**config.mk**
```make
export PLATFORM = sky130hd
export DESIGN_NAME = cga_vram_arbiter_flat
export DESIGN_NICKNAME = d
export VERILOG_FILES = /design/src/rtl/cga_pkg.sv /design/src/rtl/cga_vram_arbiter_if.sv /design/src/rtl/cga_strobe_sync.sv /design/src/rtl/cga_vram_arbiter.sv /design/src/flat_wrapper.sv
export SDC_FILE = /design/constraint.sdc
export NUM_CORES = 1
export LEC_CHECK = 0
export BUFFER_PORTS_ARGS = -buffer_cell sky130_fd_sc_hd__buf_4
export CORE_UTILIZATION = 49
export DETAILED_ROUTE_END_ITERATION = 10
export GPL_ROUTABILITY_DRIVEN = 0
export PLACE_DENSITY = 0.89
export SETUP_SLACK_MARGIN = 0.2
export SYNTH_ARGS = -nofsm -noshare
export SYNTH_HDL_FRONTEND = slang
export SYNTH_SLANG_ARGS = --single-unit
```
**constraint.sdc**
```tcl
create_clock -name clk -period 3.6 [get_ports clk]
set_clock_uncertainty 0.15 [all_clocks]
set_input_delay 0.54 -clock clk [delete_from_list [all_inputs] [get_ports clk]]
set_output_delay 0.54 -clock clk [all_outputs]
set_load 0.005 [all_outputs]
```
**src/rtl/cga_pkg.sv**
```systemverilog
// cga_pkg: definitions shared by the CGA video blocks.
//   arb_state_t        - VRAM arbiter FSM states
//   VRAM_AW            - VRAM address width in bits
//   SLOT_PHASE_DEFAULT - sequencer phase in which the CPU may use VRAM;
//                        cga_sequencer keeps that phase free of display fetches
package cga_pkg;

  localparam int VRAM_AW = 19;

  localparam logic [4:0] SLOT_PHASE_DEFAULT = 5'd17;

  typedef enum logic [1:0] {
    ARB_IDLE,
    ARB_WAIT_SLOT,
    ARB_ACCESS,
    ARB_DONE
  } arb_state_t;

endpackage

```
**src/rtl/cga_vram_arbiter_if.sv**
```systemverilog
// cga_vram_arbiter_if: ISA-side CPU memory bus into the VRAM arbiter.
//   mem_cs     - CPU address decoded into the VRAM window
//   bus_memr_l - memory read strobe, asynchronous, active-low
//   bus_memw_l - memory write strobe, asynchronous, active-low
//   bus_a      - CPU byte address within VRAM
//   bus_d      - CPU write data
//   bus_rdy    - ISA ready, low inserts wait states
//   cpu_rdata  - CPU read data, held until the next read
// master = ISA decode / CPU side, slave = arbiter.
interface cga_vram_arbiter_if;
  logic        mem_cs;
  logic        bus_memr_l;
  logic        bus_memw_l;
  logic [14:0] bus_a;
  logic [7:0]  bus_d;
  logic        bus_rdy;
  logic [7:0]  cpu_rdata;

  modport master (
    output mem_cs, bus_memr_l, bus_memw_l, bus_a, bus_d,
    input  bus_rdy, cpu_rdata
  );

  modport slave (
    input  mem_cs, bus_memr_l, bus_memw_l, bus_a, bus_d,
    output bus_rdy, cpu_rdata
  );
endinterface

```
**src/rtl/cga_strobe_sync.sv**
```systemverilog
// cga_strobe_sync: two-flop synchroniser for the asynchronous ISA memory
// strobes. Reset parks both outputs at the inactive (high) level.
//   clk, reset     - system clock, asynchronous active-high reset
//   memr_l, memw_l - raw active-low read/write strobes
//   memr_s, memw_s - synchronised strobes, still active-low
module cga_strobe_sync (
  input  logic clk,
  input  logic reset,
  input  logic memr_l,
  input  logic memw_l,
  output logic memr_s,
  output logic memw_s
);

  logic memr_p0, memr_p1;
  logic memw_p0, memw_p1;

  // p0: first flop, may go metastable; p1: settled copy used by the FSM
  always_ff @(posedge clk or posedge reset) begin
    if (reset) begin
      memr_p0 <= 1'b1;
      memr_p1 <= 1'b1;
      memw_p0 <= 1'b1;
      memw_p1 <= 1'b1;
    end else begin
      memr_p0 <= memr_l;
      memr_p1 <= memr_p0;
      memw_p0 <= memw_l;
      memw_p1 <= memw_p0;
    end
  end

  assign memr_s = memr_p1;
  assign memw_s = memw_p1;

endmodule

```
**src/rtl/cga_vram_arbiter.sv**
```systemverilog
// cga_vram_arbiter: shares the single VRAM port between display fetch and
// CPU accesses. The display always wins; a CPU access starts only in the
// sequencer slot SLOT_PHASE when the display is idle, holds the RAM for
// ACCESS_CYCLES clocks and is retried in a later slot if the display
// grabs the port mid-access.
//   clk, reset - system clock, asynchronous active-high reset
//   clk_seq    - sequencer phase counter (wraps freely)
//   disp_req   - display owns the RAM port this cycle
//   disp_a     - display fetch address
//   isa        - CPU bus (strobes, address, data, ready, read data)
//   ram_a      - RAM address
//   ram_we_l   - RAM write enable, active-low
//   ram_dout   - RAM write data (latched CPU data)
//   ram_d      - RAM read data
//   collision  - high for the cycle in which a CPU access is aborted
module cga_vram_arbiter
  import cga_pkg::*;
#(
  parameter int                 USE_BUS_WAIT  = 1,
  parameter logic [4:0]         SLOT_PHASE    = SLOT_PHASE_DEFAULT,
  parameter int                 ACCESS_CYCLES = 2,
  parameter logic [VRAM_AW-1:0] CPU_BASE      = '0
) (
  input  logic               clk,
  input  logic               reset,
  input  logic [4:0]         clk_seq,
  input  logic               disp_req,
  input  logic [VRAM_AW-1:0] disp_a,
  cga_vram_arbiter_if.slave  isa,
  output logic [VRAM_AW-1:0] ram_a,
  output logic               ram_we_l,
  output logic [7:0]         ram_dout,
  input  logic [7:0]         ram_d,
  output logic               collision
);

  localparam logic [2:0] CNT_LOAD = 3'(ACCESS_CYCLES - 1);

  logic memr_s, memw_s;

  cga_strobe_sync u_sync (
    .clk    (clk),
    .reset  (reset),
    .memr_l (isa.bus_memr_l),
    .memw_l (isa.bus_memw_l),
    .memr_s (memr_s),
    .memw_s (memw_s)
  );

  arb_state_t         state, state_n;
  logic [2:0]         cnt, cnt_n;
  logic [VRAM_AW-1:0] lat_a, lat_a_n;
  logic [7:0]         lat_d, lat_d_n;
  logic               lat_wr, lat_wr_n;
  logic [7:0]         rdata, rdata_n;
  logic               we_reg, we_n;
  logic               rdy_reg, rdy_n;
  logic               req;

  // A write strobe wins when both are low.
  assign req = isa.mem_cs & (~memr_s | ~memw_s);

  always_comb begin
    state_n  = state;
    cnt_n    = cnt;
    lat_a_n  = lat_a;
    lat_d_n  = lat_d;
    lat_wr_n = lat_wr;
    rdata_n  = rdata;
    rdy_n    = rdy_reg;
    we_n     = 1'b1;
    case (state)
      ARB_IDLE: begin
        if (req) begin
          state_n  = ARB_WAIT_SLOT;
          lat_a_n  = {4'b0, isa.bus_a} + CPU_BASE;
          lat_d_n  = isa.bus_d;
          lat_wr_n = ~memw_s;
          rdy_n    = 1'b0;
        end
      end
      ARB_WAIT_SLOT: begin
        if (clk_seq == SLOT_PHASE && !disp_req) begin
          state_n = ARB_ACCESS;
          cnt_n   = CNT_LOAD;
          we_n    = ~lat_wr;
        end
      end
      ARB_ACCESS: begin
        if (disp_req) begin
          // Display took the port: drop this attempt, keep the request.
          state_n = ARB_WAIT_SLOT;
          cnt_n   = CNT_LOAD;
        end else if (cnt == 3'd0) begin
          state_n = ARB_DONE;
          if (!lat_wr) rdata_n = ram_d;
        end else begin
          cnt_n = cnt - 3'd1;
          we_n  = ~lat_wr;
        end
      end
      ARB_DONE: begin
        rdy_n = 1'b1;
        // Wait for the strobe to release so one strobe is served once.
        if (memr_s && memw_s) state_n = ARB_IDLE;
      end
      default: state_n = ARB_IDLE;
    endcase
  end

  always_ff @(posedge clk or posedge reset) begin
    if (reset) begin
      state   <= ARB_IDLE;
      cnt     <= 3'd0;
      lat_a   <= '0;
      lat_d   <= 8'h00;
      lat_wr  <= 1'b0;
      rdata   <= 8'h00;
      we_reg  <= 1'b1;
      rdy_reg <= 1'b1;
    end else begin
      state   <= state_n;
      cnt     <= cnt_n;
      lat_a   <= lat_a_n;
      lat_d   <= lat_d_n;
      lat_wr  <= lat_wr_n;
      rdata   <= rdata_n;
      we_reg  <= we_n;
      rdy_reg <= rdy_n;
    end
  end

  // disp_req overrides the registered enable in the same cycle.
  assign ram_we_l      = we_reg | disp_req;
  assign ram_a         = (state == ARB_ACCESS && !disp_req) ? lat_a : disp_a;
  assign ram_dout      = lat_d;
  assign collision     = (state == ARB_ACCESS) && disp_req;
  assign isa.cpu_rdata = rdata;
  assign isa.bus_rdy   = (USE_BUS_WAIT != 0) ? rdy_reg : 1'b1;

endmodule

```
**src/flat_wrapper.sv**
```systemverilog
// flat-port wrapper written by rule: the top's interface ports become plain ports
module cga_vram_arbiter_flat import cga_pkg::*;
#(
  parameter int                 USE_BUS_WAIT  = 1,
  parameter logic [4:0]         SLOT_PHASE    = SLOT_PHASE_DEFAULT,
  parameter int                 ACCESS_CYCLES = 2,
  parameter logic [VRAM_AW-1:0] CPU_BASE      = '0
)
  (clk, reset, clk_seq, disp_req, disp_a, ram_a, ram_we_l, ram_dout, ram_d, collision, isa_mem_cs, isa_bus_memr_l, isa_bus_memw_l, isa_bus_a, isa_bus_d, isa_bus_rdy, isa_cpu_rdata);
  cga_vram_arbiter_if isa_i ();
  input  logic clk;
  input  logic reset;
  input  logic [4:0] clk_seq;
  input  logic disp_req;
  input  logic [VRAM_AW-1:0] disp_a;
  output logic [VRAM_AW-1:0] ram_a;
  output logic ram_we_l;
  output logic [7:0] ram_dout;
  input  logic [7:0] ram_d;
  output logic collision;
  input wire logic [$bits(isa_i.mem_cs)-1:0] isa_mem_cs;
  input wire logic [$bits(isa_i.bus_memr_l)-1:0] isa_bus_memr_l;
  input wire logic [$bits(isa_i.bus_memw_l)-1:0] isa_bus_memw_l;
  input wire logic [$bits(isa_i.bus_a)-1:0] isa_bus_a;
  input wire logic [$bits(isa_i.bus_d)-1:0] isa_bus_d;
  output wire logic [$bits(isa_i.bus_rdy)-1:0] isa_bus_rdy;
  output wire logic [$bits(isa_i.cpu_rdata)-1:0] isa_cpu_rdata;
  assign isa_i.mem_cs = isa_mem_cs;
  assign isa_i.bus_memr_l = isa_bus_memr_l;
  assign isa_i.bus_memw_l = isa_bus_memw_l;
  assign isa_i.bus_a = isa_bus_a;
  assign isa_i.bus_d = isa_bus_d;
  assign isa_bus_rdy = isa_i.bus_rdy;
  assign isa_cpu_rdata = isa_i.cpu_rdata;
  cga_vram_arbiter #(.USE_BUS_WAIT(USE_BUS_WAIT), .SLOT_PHASE(SLOT_PHASE), .ACCESS_CYCLES(ACCESS_CYCLES), .CPU_BASE(CPU_BASE)) u_core (.clk(clk), .reset(reset), .clk_seq(clk_seq), .disp_req(disp_req), .disp_a(disp_a), .isa(isa_i), .ram_a(ram_a), .ram_we_l(ram_we_l), .ram_dout(ram_dout), .ram_d(ram_d), .collision(collision));
endmodule
```
# Word-level counts from Yosys, hierarchy flattened
# Index checks and enable logic that the tools add are counted.
totals:
  ff_bits: 43
  latch_bits: 0
  out_inout_bits: 38
  ram_bits: 0
  romBits: 0
  inputBits: 61
  mem_count: 0
op_classes:
  bitwise_logic: 7
  n_mux: 17
  magnitude_cmp: 0
  eq_ne: 9
  shift: 0
  n_mul: 0
  n_addsub: 1
  n_reduce_logical: 14
  div_mod_pow: 0
op_table:
  columns: ["operator", "n"]
  rows:
  - ["19-bit 2-to-1 mux", 1]
  - ["2-bit 2-to-1 mux", 5]
  - ["3-bit 2-to-1 mux", 3]
  - ["2-bit one-hot mux with 4 select lines", 1]
  - ["4-bit AND reduction", 2]
  - ["2-bit by 1-bit inequality test with 1-bit output (second input constant)", 3]
  - ["3-bit one-hot mux with 2 select lines", 1]
  - ["5-bit == test (second input constant)", 1]
  - ["2-bit == test (second input constant)", 2]
  - ["1-bit logical AND", 4]
  - ["1-bit 2-to-1 mux", 4]
  - ["1-bit NOT", 4]
  - ["1-bit one-hot mux with 2 select lines", 2]
  - ["2-bit AND reduction", 2]
  - ["2-bit nonzero test", 2]
  - ["3-bit logical NOT", 1]
  - ["3-bit by 2-bit inequality test with 1-bit output (second input constant)", 1]
  - ["3-bit inequality test (second input constant)", 1]
  - ["3-bit AND reduction", 1]
  - ["3-bit by 1-bit subtractor with 3-bit output (second input constant)", 1]
  - ["2-bit by 1-bit == test with 1-bit output (second input constant)", 1]
  - ["2-bit logical NOT", 1]
  - ["1-bit OR", 2]
  - ["1-bit AND", 1]
  - ["1-bit logical NOT", 1]

# Depth between registers and ports, before layout
depth:
  word_depth: 5
  ltp_mapped: 7
  ltp_nobuf: 6

# By module
# From an unflattened synthesis, not the netlist that was laid out.
hier_totals:
  cells_unflattened: 180
  area_unflattened_um2: 2064.5
by_module_without_submodules:
  columns: ["mod", "cells_each", "area_per_inst_um2", "seq_area_each_um2", "n_inst"]
  rows:
  - ["cga_vram_arbiter", 175, 1955.6, 978.4, 1]
  - ["cga_strobe_sync", 5, 108.9, 105.1, 1]

# Worst setup path before layout
# No wires, ideal clock.
synth_path:
  path_type: "register -> output"
  start: "register u_core.state[0]"
  end: "output port ram_a[10]"
  path_slack_ps: 1484
  stages_incl_launch_ff: 8
  n_path_buf: 2
  arrival_ps: 1426
  path_cell_list: "dfrtp_1 > inv_1 > ha_1 > nor2b_4 > buf_6 > clkbuf_1 > nand2_1 > nand2_1"
synth_via:
  elab_chain_len: 3
synth_rtl:
  columns: ["element", "line", "text"]
  rows:
  - ["from (decl)", "cga_vram_arbiter.sv:50", "arb_state_t state, state_n;"]
  - ["from (signal assigned)", "cga_vram_arbiter.sv:122", "state <= state_n;"]
  - ["2-bit == test", "cga_vram_arbiter.sv:135", "assign ram_a = (state == ARB_ACCESS && !disp_req) ? lat_a : disp_a;"]
  - ["1-bit logical AND", "cga_vram_arbiter.sv:135", null]
  - ["19-bit 2-to-1 mux", "cga_vram_arbiter.sv:135", null]
  - ["to (decl)", "flat_wrapper.sv:16", "output logic [VRAM_AW-1:0] ram_a;"]
# Every way passes these cells.

# Final worst setup path
layout_path:
  start: "register u_core.state[0]"
  end: "output port ram_a[12]"
# Same word-level chain as after synthesis.

==> implementation parameters <==
Parameter                              Value

Yosys
  EDFF count, synth ... 0
  Syn avg cell area ... 11.6 um2
  Top_reg_cell synth ... sky130_fd_sc_hd__dfrtp_1
  Xor and xnor fraction of the mapped netlist area ... 0
  Cell area after synthesis ... 0.00206 mm2
  Nets in the synthesized netlist ... 245
  Top cell type's share of synthesized area ... 0.450
  Top area cells in the synthesized netlist ... sky130_fd_sc_hd__dfrtp_1, sky130_fd_sc_hd__mux2_2, sky130_fd_sc_hd__nand2_1
  Synthesized-area fraction occupied by and/or/nand/nor cells ... 0.156
  Compound-Gate Fraction of Synth Area ... 0.0529
  Count of unique library cells instantiated by Yosys ... 34
  Warning count from the yosys run ... 0
  Combinational family with the most area after synthesis ... multiplexers
  Fraction of registers with async set/reset ... 1.00
  Gate count after technology mapping ... 178
  Post-synth top area cell ... sky130_fd_sc_hd__dfrtp_1
  Flops & latches, synth ... 43
  Arithmetic-cell share of the synthesized area counting full adders, half adders and majority gates ... 0.0365
  Multiplexer share of the synthesized area ... 0.194
  Share of synthesized area occupied by flip-flops and latches ... 0.527

Power
  Proportion of total power due to net switching ... 0.297
  LEAKAGE ... 1.55 nW
  Ratio of total power to cell area ... 691 mW/mm2
  VDD IR max ... 0.000428 V
  Int Power ... 0.00143 W
  Clock network fraction of total power ... 0.189
  Switching Power ... 0.000604 W
  Power share of the combinational group ... 0.405
  Reg power frac ... 0.407

Critical path
  Buf+Inv Stages, Crit Path ... 2
  Worst Path Arrival ... 1.89 ns
  Most used cell along the critical path ... sky130_fd_sc_hd__nand2_1
  Type of element launching the critical path ... register
  Family with the most delay on the worst path ... simple AND/OR/NAND/NOR gates
  Crit Path Category ... reg2out
  Critical Path End Type ... output port
  Cell-by-cell listing of the critical path ... inv_1 -> ha_1 -> nor2b_4 -> nand2_1 -> nand2_1 -> buf_4
  CP peak stage delay ... 0.44 ns
  Worst-path maximum fanout ... 17
  Master of the slowest instance on the critical path ... sky130_fd_sc_hd__dfrtp_1
  Worst endpoint required time ... 2.91 ns

Drt
  Avg Vias per Cell ... 5.04
  Detailed-route wire length per cell ... 13.5 um
  Total wire length after detailed routing ... 4440 um
  Routed Antenna Nets ... 0
  DR vias ... 1,659
  1st-iter DRT viols ... 52
  DRC viols ... 0
  Number of search-and-repair iterations in the first detailed-routing pass ... 4

Global routing
  Gr busiest metal ... met2
  Met3 usage ... 0.0805
  Met1 GRT Util ... 0.245
  Via count of the first global-routing pass ... 1,603
  Global-route wire length before repair ... 6850 um
  Maximum number of pins on one net before global-route repair ... 44
  GRT Overall Usage ... 0.210
  Remaining Overflow, GRT ... 0
  Met2 track demand over resource in global routing ... 0.354
  Number of antenna violations at the first check in global routing ... 0

Placed design
  Minimum setup slack after placement ... 1.33 ns
  Number of buffers added on ports ... 98
  Half-perimeter wire length after detailed placement ... 3310 um

Clock tree
  CTS sink cnt ... 43
  Root buf cell ... sky130_fd_sc_hd__clkbuf_8
  Hold buffer count at CTS ... 0
  Post CTS Setup Buffer Count ... 0
  CTS H-tree depth ... 2
  CTS max path bufs ... 2
  Post-cts sizing count ... 0
  Clock tree from TritonCTS ... built
  Clock latency on the worst-skew pair ... 0.29 ns
  Clock-pin slew on the worst setup and hold paths ... 0.08 ns
  Cts bufs inserted ... 5

Die
  Num rows ... 23
  Die Footprint ... 0.00446 mm2
  Number of ports placed on the die boundary ... 99
  Die Height ... 66.8 um
  Total core area ... 0.00403 mm2
  Initial Utilization ... 0.511
  Die width ... 66.8 um

Finish
  Area of the multi-input gates ... 903 um2
  Flip-flop count of the largest register, all copies and words added ... 15
  Largest register by flop count ... u_core.lat_a
  Register Area ... 0.00108 mm2
  Final antenna diode count ... 0
  Commonest cells after routing, fill and taps aside ... sky130_fd_sc_hd__buf_4, sky130_fd_sc_hd__nand2_1, sky130_fd_sc_hd__dfrtp_1
  Total of fill cells in the finished design ... 306
  Ratio of cells with drive above 1 in the final layout ... 0.541
  Net count, final ... 345
  Most common cell after layout, fill and taps aside ... sky130_fd_sc_hd__buf_4
  Layout area overhead ... 43.1%

Min path
  Tightest Hold Check Type ... in2reg

STA
  Worst Tran Pin Value ... 0.544 ns
  F_max ... 387 MHz
  Worst rel slew slack ... 0.637
  Setup TNS ... 0 ns
  Post-layout min period ... 2.58 ns
  Setup Viol. Count Final ... 0
  Setup WS post-layout ... 1.02 ns
  Count of final hold-check violations ... 0
  Unrepaired setup endpoints after global routing ... no
  Final critical-path share of the clock period ... 0.718
  Count of final max-slew check failures ... 0

Status
  Result of the run ... complete, no violations

Run
  Max capacitance violation total ... 0
-- per-layer routing --
layer  vias to the layer above  wire (um)
met1                       794       1840
met2                        63       2270
met4                         0         36
met5                         -          0
li1                        797          -
met3                         5        290
-- final timing paths --
check,slack [ns],end,start,cells past startpoint
min,0.20,u_core.u_sync.memr_p0,isa_bus_memr_l,1
min in group asynchronous,0.22,u_core.ram_dout[0],reset,3
max in group asynchronous,2.71,u_core.u_sync.memw_s,reset,3
min reg2reg,0.21,u_core.u_sync.memw_s,u_core.u_sync.memw_p0,0
max reg2reg,1.30,u_core.isa.cpu_rdata[2],u_core.state[0],5
max,1.02,ram_a[12],u_core.state[0],6
-- layout make-up --
| type | count | area share |
|---|---|---|
| timing repair buffer | 100 | 0.255 |
| multi-input combinational | 121 | 0.307 |
| sequential | 43 | 0.368 |
| tap | 50 | 0.0212 |
| clock inverter | 2 | 0.0119 |
| clock buffer | 6 | 0.0280 |
| inverter | 7 | 0.00892 |
-- power by group through the flow --
stage | combinational (W) | sequential, W | clock [W]
finish | 0.000823 | 0.000828 | 0.000384
global route | 0.000913 | 0.000852 | 0.000418
CTS | 0.000834 | 0.000826 | 0.000396
detailed placement | 0.000829 | 0.000833 | 0
global placement | 0.000806 | 0.000823 | 0
floorplan | 0.000482 | 0.000815 | 0
-- through the flow --
| step | utilization | power (W) | hold WS, ns | instance area (um2) | cells |
|---|---|---|---|---|---|
| after floorplan | - | 0.00130 | 0.195 | 2060 | 178 |
| after detailed placement | 0.702 | 0.00166 | 0.202 | 2830 | 321 |
| after global routing | 0.731 | 0.00218 | 0.182 | 2940 | 329 |
| after CTS | 0.731 | 0.00206 | 0.188 | 2940 | 329 |
| after global placement | 0.702 | 0.00163 | 0.196 | 2830 | 321 |
| final | 0.731 | 0.00203 | 0.202 | 2940 | 329 |
-- logic make-up after synthesis --
| kind of cell | Yosys count |
|---|---|
| AO/OA/AOI/OAI | 15 |
| adder cells (fa/ha/maj) | 6 |
| buffers and inverters | 14 |
| flip-flops | 43 |
| multiplexers | 33 |
| AND/OR/NAND/NOR | 67 |
-- synthesized netlist by cell type, drive strengths merged (3+ instances only) --
library cell,count
nand2,48
dfrtp,37
mux2,31
inv,7
dfstp,6
ha,6
and2,5
buf,4
clkbuf,3
nor2,3
o21ai,3
Note: power is estimated with default switching activity, not from simulation.
